--- src/rtl/mux_2to1_arbiter_pkg.sv ---
// rtl/mux_2to1_arbiter_pkg.sv - shared definitions for the two-requester output arbiter
//
// Holds the FSM state encoding, the parameter defaults used by mux_2to1_arbiter,
// and the burst counter width.
package mux_2to1_arbiter_pkg;

    typedef enum logic [1:0] {
        IDLE = 2'd0,
        OWN0 = 2'd1,
        OWN1 = 2'd2
    } state_e;

    localparam int WIDTH_DEF     = 8;
    localparam int MAX_BURST_DEF = 4;
    localparam int BURST_CNT_W   = 4;

endpackage

--- src/rtl/mux_2to1.sv ---
// rtl/mux_2to1.sv - single-bit two-input multiplexer
//
// Ports:
//   s0   select: 0 picks d0, 1 picks d1
//   d0   input 0
//   d1   input 1
//   out1 selected bit
module mux_2to1 (
    input  logic s0,
    input  logic d0,
    input  logic d1,
    output logic out1
);

    assign out1 = s0 ? d1 : d0;

endmodule

--- src/rtl/mux_2to1_arbiter.sv ---
// rtl/mux_2to1_arbiter.sv - two-requester arbiter driving a shared WIDTH-bit mux
//
// Optional feature macro: MUX_2TO1_ARBITER_BURST_LIMIT_EN
//   defined   -> an owner is forced to hand over after MAX_BURST owned cycles
//                while the other requester is waiting
//   undefined -> no burst counter; an owner keeps the grant until its request drops
//
// Ports:
//   clk        rising-edge clock
//   rst        synchronous active-high reset
//   req0/req1  requests for the shared output
//   d0/d1      requester data, WIDTH bits
//   gnt0/gnt1  registered grants, never both high
//   s0         registered mux select (0 = d0, 1 = d1), held while idle
//   out1       s0 ? d1 : d0
//   valid_out  gnt0 | gnt1
module mux_2to1_arbiter
    import mux_2to1_arbiter_pkg::*;
#(
    parameter int WIDTH     = WIDTH_DEF,
    parameter int MAX_BURST = MAX_BURST_DEF
) (
    input  logic             clk,
    input  logic             rst,
    input  logic             req0,
    input  logic             req1,
    input  logic [WIDTH-1:0] d0,
    input  logic [WIDTH-1:0] d1,
    output logic             gnt0,
    output logic             gnt1,
    output logic             s0,
    output logic [WIDTH-1:0] out1,
    output logic             valid_out
);

    state_e state_q, state_d;
    logic   gnt0_q, gnt1_q;
    logic   s0_q;
    // 1 = requester 1 was served last, so requester 0 wins the next tie
    logic   last_q;
    logic   burst_done;
    logic   grant_entry;

    // A grant entry is any move into an owned state from somewhere else,
    // including a direct OWN0 <-> OWN1 handover.
    assign grant_entry = (state_d != IDLE) && (state_d != state_q);

    always_comb begin
        state_d = state_q;
        unique case (state_q)
            IDLE: begin
                if (req0 && req1) begin
                    state_d = last_q ? OWN0 : OWN1;
                end else if (req0) begin
                    state_d = OWN0;
                end else if (req1) begin
                    state_d = OWN1;
                end
            end
            OWN0: begin
                if (!req0) begin
                    state_d = req1 ? OWN1 : IDLE;
                end else if (req1 && burst_done) begin
                    state_d = OWN1;
                end
            end
            OWN1: begin
                if (!req1) begin
                    state_d = req0 ? OWN0 : IDLE;
                end else if (req0 && burst_done) begin
                    state_d = OWN0;
                end
            end
            default: state_d = IDLE;
        endcase
    end

    always_ff @(posedge clk) begin
        if (rst) begin
            state_q <= IDLE;
            gnt0_q  <= 1'b0;
            gnt1_q  <= 1'b0;
            s0_q    <= 1'b0;
            last_q  <= 1'b1;
        end else begin
            state_q <= state_d;
            gnt0_q  <= (state_d == OWN0);
            gnt1_q  <= (state_d == OWN1);
            if (grant_entry) begin
                s0_q   <= (state_d == OWN1);
                last_q <= (state_d == OWN1);
            end
        end
    end

`ifdef MUX_2TO1_ARBITER_BURST_LIMIT_EN
    localparam logic [BURST_CNT_W-1:0] MAX_BURST_C = BURST_CNT_W'(MAX_BURST);

    logic [BURST_CNT_W-1:0] burst_cnt_q, burst_cnt_d;

    // The counter holds owned cycles completed before the current one, so the
    // current cycle is the MAX_BURST-th owned cycle when count + 1 reaches it.
    assign burst_done = ({1'b0, burst_cnt_q} + 1'b1) >= {1'b0, MAX_BURST_C};

    always_comb begin
        burst_cnt_d = burst_cnt_q;
        if (grant_entry) begin
            burst_cnt_d = '0;
        end else if ((state_q != IDLE) && (burst_cnt_q < MAX_BURST_C)) begin
            burst_cnt_d = burst_cnt_q + 1'b1;
        end
    end

    always_ff @(posedge clk) begin
        if (rst) begin
            burst_cnt_q <= '0;
        end else begin
            burst_cnt_q <= burst_cnt_d;
        end
    end
`else
    assign burst_done = 1'b0;
`endif

    assign gnt0      = gnt0_q;
    assign gnt1      = gnt1_q;
    assign s0        = s0_q;
    assign valid_out = gnt0_q | gnt1_q;

    for (genvar i = 0; i < WIDTH; i++) begin : g_bit_mux
        mux_2to1 u_mux (
            .s0   (s0_q),
            .d0   (d0[i]),
            .d1   (d1[i]),
            .out1 (out1[i])
        );
    end

endmodule
--- config.mk ---
export PLATFORM = sky130hd
export DESIGN_NAME = mux_2to1_arbiter
export DESIGN_NICKNAME = d
export VERILOG_FILES = /design/src/rtl/mux_2to1_arbiter_pkg.sv /design/src/rtl/mux_2to1.sv /design/src/rtl/mux_2to1_arbiter.sv
export SDC_FILE = /design/constraint.sdc
export NUM_CORES = 1
export LEC_CHECK = 0
export CAP_MARGIN = 20
export CORE_MARGIN = 4
export CORE_UTILIZATION = 28
export DETAILED_ROUTE_END_ITERATION = 8
export MAX_ROUTING_LAYER = met4
export PLACE_DENSITY = 0.73
export SLEW_MARGIN = 40
export SYNTH_ARGS = -nofsm -noshare
export SYNTH_HDL_FRONTEND = slang
export SYNTH_SLANG_ARGS = --single-unit
--- constraint.sdc ---
create_clock -name clk -period 1.27 [get_ports clk]
set_clock_uncertainty 0.2 [all_clocks]
set_input_delay 0.1905 -clock clk [delete_from_list [all_inputs] [get_ports clk]]
set_output_delay 0.1905 -clock clk [all_outputs]
set_load 0.01 [all_outputs]
==> metrics, run 1 <==
Initial Util 0.303; register bit total from synthesis 6; Global Route Usage Sum 0.104; Worst-path clk slew 0.04 ns; CP Max Fanout 8; width of the die approximately 46 µm; worst setup margin -0.253 ns; crit share post-route 1.20; antenna viol nets, final 0; Switching Share 0.253; CP Launch Type flop; vias in the first global route between 300 and 400; commonest non-fill, non-tap cell in the layout clkdlybuf4s50_1; Net Switching 167 µW; Reg area between 100 and 150 µm²; layout cells sized above 1 0.423; Seq pwr share 0.330; Die Area between 2000 and 2500 µm²; Inserted Clock Buffers 3; Worst Hold Class flop to flop; root buf cell clkbuf_4; met3 wire len 206 µm; Fmax roughly 660 MHz; Top Layer Used met3; Core Box Area roughly 1300 µm²; RePlAce Congestion around 0.77; Worst Reg-to-Reg Cells 3; post-synthesis cell area approximately 400 µm²; Setup CP Type flop to output pin; DR pass1 iterations 4; initial antenna violation count 0; clock group share of total power 0.260; vias roughly 410; Post-CTS Hold Buffers 0; Sink Count 6; Synth Warn # 0; hold_ws 0.389 ns; vias per cell around 4.7; met1 WL ~380 µm; H-tree levels 1; count of cell types in the netlist 16; PD cells 863 nW/µm²; Routed WL about 1.1 mm; sequential share of the synthesized area 0.301; WL/cell about 13 µm; Syn Area/Cell 9.50 µm²; Overflow after GRT 0; Core Util, Final 0.580; Clock Latency Late Sink approximately 0.24 ns; Area after DPL about 730 µm²; Buffers on Ports 31; RSZ-0062 raised after global routing yes; LEAKAGE around 0.00034 µW; Slew @ Worst Pin 0.216 ns; post-route cell area 764 µm²; nets between 90 and 100; Final Max Tran Viols 0; clk buf depth 2; worst path required time 0.88 ns; commonest non-fill, non-tap cells in the layout 19 x clkdlybuf4s50_1, 8 x mux2_4, 8 x buf_6, 4 x a21oi_1, 4 x dfxtp_1; Final min period between 1.5 and 2 ns; Ant. Diodes 0; Mapped Cells 42; total chip power approximately 660 µW; P&R area growth vs syn 91.5%; outcome finished, violations left; Fill cells 117; first-pass GRT wire length 1.55 mm; Setup TNS -2.09 ns; syn_nets 62; DR WL met2 just over 500 µm; pin count of the biggest net entering global routing 9; First DRT Iteration DRCs 8; height of the die roughly 46 µm; Worst Hold Depth 2; # rows 13; Residual DRC 0; CTS tree built; Worst Setup End Kind output pin; multi-input logic area 243 µm²; Slew headroom 0.855; Hold Vio Cnt, Final 0; Setup Viol. Count Final 10; Comb pwr share 0.410; internal power 493 µW; failing checks negative setup slack; Max Cap Violations 0; peak supply drop around 0.00054 V; Arr. time, crit path between 1 and 1.5 ns; I/O pin cnt 32
-- kinds of logic (layout without fill, tap and decap cells) --
logic type	Yosys count	count (layout)	share of synthesized area
simple gates	10	10	0.179
buf+inv	10	39	0.172
compound gates	8	8	0.122
mux	8	8	0.226
flops	6	6	0.301
-- through the flow --
step | std cells | setup WS (ns)
detailed placement | 82 | -0.469
global placement | 82 | -0.452
global route | 86 | -0.283
finish | 86 | -0.253
CTS | 85 | -0.263
floorplan | 42 | -0.0324
-- worst paths after layout --
| path | to | from | slack [ns] |
|---|---|---|---|
| worst max-delay path | out1[7] | s0 | -0.25 |
| worst min-delay path | last_q | last_q | 0.39 |
| worst max register to register | s0 | state_q[1] | 0.17 |
| worst min register to register | last_q | last_q | 0.39 |
-- power by group through the flow --
stage                     Clock, µW  Combinational, µW  Sequential, µW
after floorplan                   0                162             221
after global placement            0                260             220
after detailed placement          0                263             221
after CTS                       178                267             217
after global routing            191                288             219
final                           171                271             218
-- final cells by class --
cell class	count	area share
clock buffers	3	0.0295
multi-input cells	26	0.318
well taps	15	0.0245
flip-flops and latches	6	0.160
inverters	1	0.00491
repair buffers	35	0.463
-- worst max-delay path, stage by stage (launching register included) --
cell and delay, ns:
dfxtp_2 0.34, buf_12 0.13, mux2_4 0.30, buf_6 0.12
-- state kept, by name (all words and copies together) (netlist names) --
name and count:
state_q 2, gnt0 1, gnt1 1, last_q 1
s0 1
-- cells in the mapped netlist --
library cell	n	area share
mux2_1	8	0.23
inv_1	1	0.0094
nand2b_1	1	0.016
o21bai_1	1	0.019
buf_4	8	0.15
dfxtp_1	6	0.30
and3b_1	2	0.044
nor2_1	2	0.019
nor3b_1	2	0.038
or2_2	1	0.016
nor3_2	1	0.025
a21oi_1	4	0.050
o22ai_1	2	0.031
buf_2	1	0.013
a21oi_2	1	0.022
nand2b_2	1	0.022
-- layer usage --
metal,vias up,track usage
met3,0,0.0514
met2,27,0.181
met5,-,-
met1,180,0.0993
met4,0,0.0341
li1,199,-
-- repair_timing --
action / in CTS / in global routing
pin swaps: 0 / 1
buffers inserted: 0 / 1
setup endpoints to repair: 12 / 10
gates resized for setup: 48 / 1
(Power assumes the default switching activity.)
==> inputs of run 2 (changes only) <==
--- a/config.mk
+++ b/config.mk
@@ -5,13 +5,15 @@
 export SDC_FILE = /design/constraint.sdc
 export NUM_CORES = 1
 export LEC_CHECK = 0
+export ABC_AREA = 1
 export CAP_MARGIN = 20
 export CORE_MARGIN = 4
 export CORE_UTILIZATION = 28
 export DETAILED_ROUTE_END_ITERATION = 8
 export MAX_ROUTING_LAYER = met4
-export PLACE_DENSITY = 0.73
-export SLEW_MARGIN = 40
+export PLACE_DENSITY = 0.72
+export SKIP_LAST_GASP = 1
+export SLEW_MARGIN = 20
 export SYNTH_ARGS = -nofsm -noshare
 export SYNTH_HDL_FRONTEND = slang
 export SYNTH_SLANG_ARGS = --single-unit
==> run 2 against run 1 <==
  * The flow still finishes with violations (negative setup slack)
  * Maximum frequency is 0.24% lower
  * Non-clock buffer count is 4 higher
  * Sequential power hardly changed
  * Critical path depth stayed put
  * Sequential share of layout area is 0.98 points lower
  * Cell count is 14% higher
  * Core utilization is 5.4 points higher
  * Setup slack worse by 0.0036 ns
  * Clock power is 2% higher
  * Power is 9.0% higher
  * Clock-buffer cell count stayed put
  * Critical path type unchanged
  * Largest power group unchanged
==> metrics, run 2 <==
Worst R2R Setup Slack 0.02 ns (-0.15 ns); LEAKAGE 0.000415 µW (+21%); CP max stage delay 0.36 ns (+0.02 ns); syn_nets 70 (+13%); Ant. Diodes 0 (unchanged); outcome finished, violations left; root buf cell clkbuf_4; peak supply drop 0.000617 V (+14%); commonest non-fill, non-tap cells in the layout 17 x clkdlybuf4s50_1, 13 x buf_6, 8 x mux2_4, 6 x nand2_1, 5 x buf_4; Overflow after GRT 0 (unchanged); Seq pwr share 0.306 (-0.024); Setup CP Type flop to output pin; CP Launch Type flop; Post-DP HPWL 837 µm; I/O pin cnt 32 (unchanged); ys flop type dfxtp_1; R2R Path End last_q; Worst Reg-to-Reg Cells 6 (+3); worst path required time 0.88 ns (about the same); asr flop ratio synth 0 (unchanged); Synth Warn # 0 (unchanged); failing checks negative setup slack; Slowest-stage cell, CP dfxtp_4; P&R area growth vs syn 106%; crit path buf inv count 2 (unchanged); synth top area cells dfxtp_1 29%, mux2_2 22%, buf_4 14%; First DRT Iteration DRCs 3 (-5); Worst-path clk slew 0.05 ns (about the same); Slew @ Worst Pin 0.202 ns (-0.0147 ns); nets 105 (+13%); clk buf depth 2 (unchanged); Global Route Usage Sum 0.0969 (-0.00714); Top delay family on crit path flip-flops; Comb pwr share 0.451 (+0.041); CTS tree built; synth cell count leaders 8 x buf_4, 8 x mux2_2, 7 x nand2_1; post-synthesis cell area 415 µm² (+4.1%); R2R Path Start state_q[0]; Hold Vio Cnt, Final 0 (unchanged); layout cells sized above 1 0.518 (+0.0955); register bit total from synthesis 6 (unchanged); count of cell types in the netlist 14 (-2); Routed WL 1.09 mm (+0.28%); antenna viol nets, final 0 (unchanged); H-tree levels 1 (unchanged); Clock Latency Late Sink 0.24 ns (about the same); Net Switching 194 µW (+16%); Buffers on Ports 31 (unchanged); CP Max Fanout 4 (-4); vias per cell 4.54 (-3.8%); Inserted Clock Buffers 3 (unchanged); Switching Share 0.270 (+0.0171); width of the die 46.5 µm (+1.7%); RePlAce Congestion 0.685 (-11%); first-pass GRT wire length 1.47 mm (-4.9%); height of the die 46.5 µm (+1.7%); pin count of the biggest net entering global routing 7 (-2); Critical Path, Cell by Cell buf_6 -> mux2_4 -> buf_6; total chip power 719 µW (+9.0%); Worst Hold Class input port to flop; initial antenna violation count 0 (unchanged); Initial Util 0.308 (+0.00475); Fmax 655 MHz (-0.24%); Slew headroom 0.865 (+0.00982); Worst Hold Depth 4 (+2); top-area cell type share of the netlist area 0.289 (-0.0118); Die Area 2160 µm² (+3.3%); Mapped Cells 50 (+19%); worst setup margin -0.257 ns (-0.00363 ns); worst hold start req0; Biggest register state_q; Core Box Area 1350 µm² (+2.5%); Post-synth EDFFs 0 (unchanged); Area after DPL 733 µm² (+0.51%); WL/cell 11.2 µm (-12%); Arr. time, crit path 1.14 ns (about the same); most frequent CP cell buf_6; worst hold path endpoint state_q[1]; # rows 13 (unchanged); commonest non-fill, non-tap cell in the layout clkdlybuf4s50_1; internal power 525 µW (+6.5%); Final Max Tran Viols 0 (unchanged); Final min period 1.53 ns (+0.00363 ns); max reg flops 2 (unchanged); vias 445 (+9.6%); Max Cap Violations 0 (unchanged); Setup Viol. Count Final 10 (unchanged); Post-CTS Hold Buffers 0 (unchanged); vias in the first global route 386 (+2.9%); post-route cell area 856 µm² (+12%); RSZ-0062 raised after global routing yes; crit share post-route 1.20 (+0.00286); PD cells 840 nW/µm² (-2.7%); Worst Setup End Kind output pin; clock group share of total power 0.243 (-0.017); sequential share of the synthesized area 0.289 (-0.0118); Yosys top cell by area dfxtp_1; Syn Area/Cell 8.31 µm² (-13%); Residual DRC 0 (unchanged); DR pass1 iterations 2 (-2); Sink Count 6 (unchanged)
-- run 2: stage by stage --
| step | std cells | utilization | hold slack (ns) | TNS [ns] | setup slack [ns] |
|---|---|---|---|---|---|
| floorplan | 50 | - | 0.0555 | -0.259 | -0.0323 |
| global placement | 90 | 0.543 | 0.256 | -5.35 | -0.451 |
| detailed placement | 90 | 0.543 | 0.257 | -5.61 | -0.457 |
| CTS | 97 | 0.598 | 0.270 | -2.18 | -0.266 |
| global route | 98 | 0.634 | 0.211 | -2.52 | -0.298 |
| finish | 98 | 0.634 | 0.187 | -2.07 | -0.257 |
-- run 2: cell families after synthesis --
group | Yosys count | synth area share
multiplexers | 8 | 0.217
AND/OR/NAND/NOR | 15 | 0.187
flip-flops | 6 | 0.289
AO/OA/AOI/OAI | 6 | 0.0964
buffers and inverters | 15 | 0.211
-- run 2: metal layers --
metal	wire, µm	global-route usage
met1	343	0.0903
met2	536	0.173
met3	197	0.0547
met4	15	0.0170
met5	0	-
-- run 2: how the worst max path moves through the flow --
stage                from       to  cells after the start
floorplan              s0  out1[0]                      3
global placement    d0[4]  out1[4]                      3
detailed placement  d0[4]  out1[4]                      3
CTS                    s0  out1[4]                      3
global route           s0  out1[0]                      3
finish                 s0  out1[0]                      3
-- run 2: final cells by class --
class	instances	area, µm²
Fill cell	112	494
Timing Repair Buffer	39	393
Sequential cell	6	129
Inverter	6	25.0
Multi-Input combinational cell	29	268
Tap cell	15	18.8
Clock buffer	3	22.5
-- run 2: power by group through the flow --
stage	logic [µW]	registers [µW]	clock network, µW
after floorplan	177	222	0
after global placement	260	231	0
after detailed placement	264	231	0
after CTS	306	217	183
after global routing	346	222	196
final	324	220	175
-- run 2: worst reg2reg max path: stages (launching register included) --
cell and delay [ns]:
dfxtp_4 0.36, inv_4 0.07, nand2_4 0.05, a21oi_4 0.16, nand3_2 0.12, a21oi_2 0.15, nand2_1 0.06
-- run 2: repair_timing --
action                     CTS  global route
setup endpoints to repair   14            12
gates resized for setup     58            13
setup buffers                4             2
pin swaps                    0             6
==> inputs of run 3 (changes only) <==
--- a/config.mk
+++ b/config.mk
@@ -6,6 +6,7 @@
 export NUM_CORES = 1
 export LEC_CHECK = 0
 export ABC_AREA = 1
+export ABC_CLOCK_PERIOD_IN_PS = 1270
 export CAP_MARGIN = 20
 export CORE_MARGIN = 4
 export CORE_UTILIZATION = 28
==> results of run 3 <==
No change in the layout: final DEF, timing and power equal those of run 2.
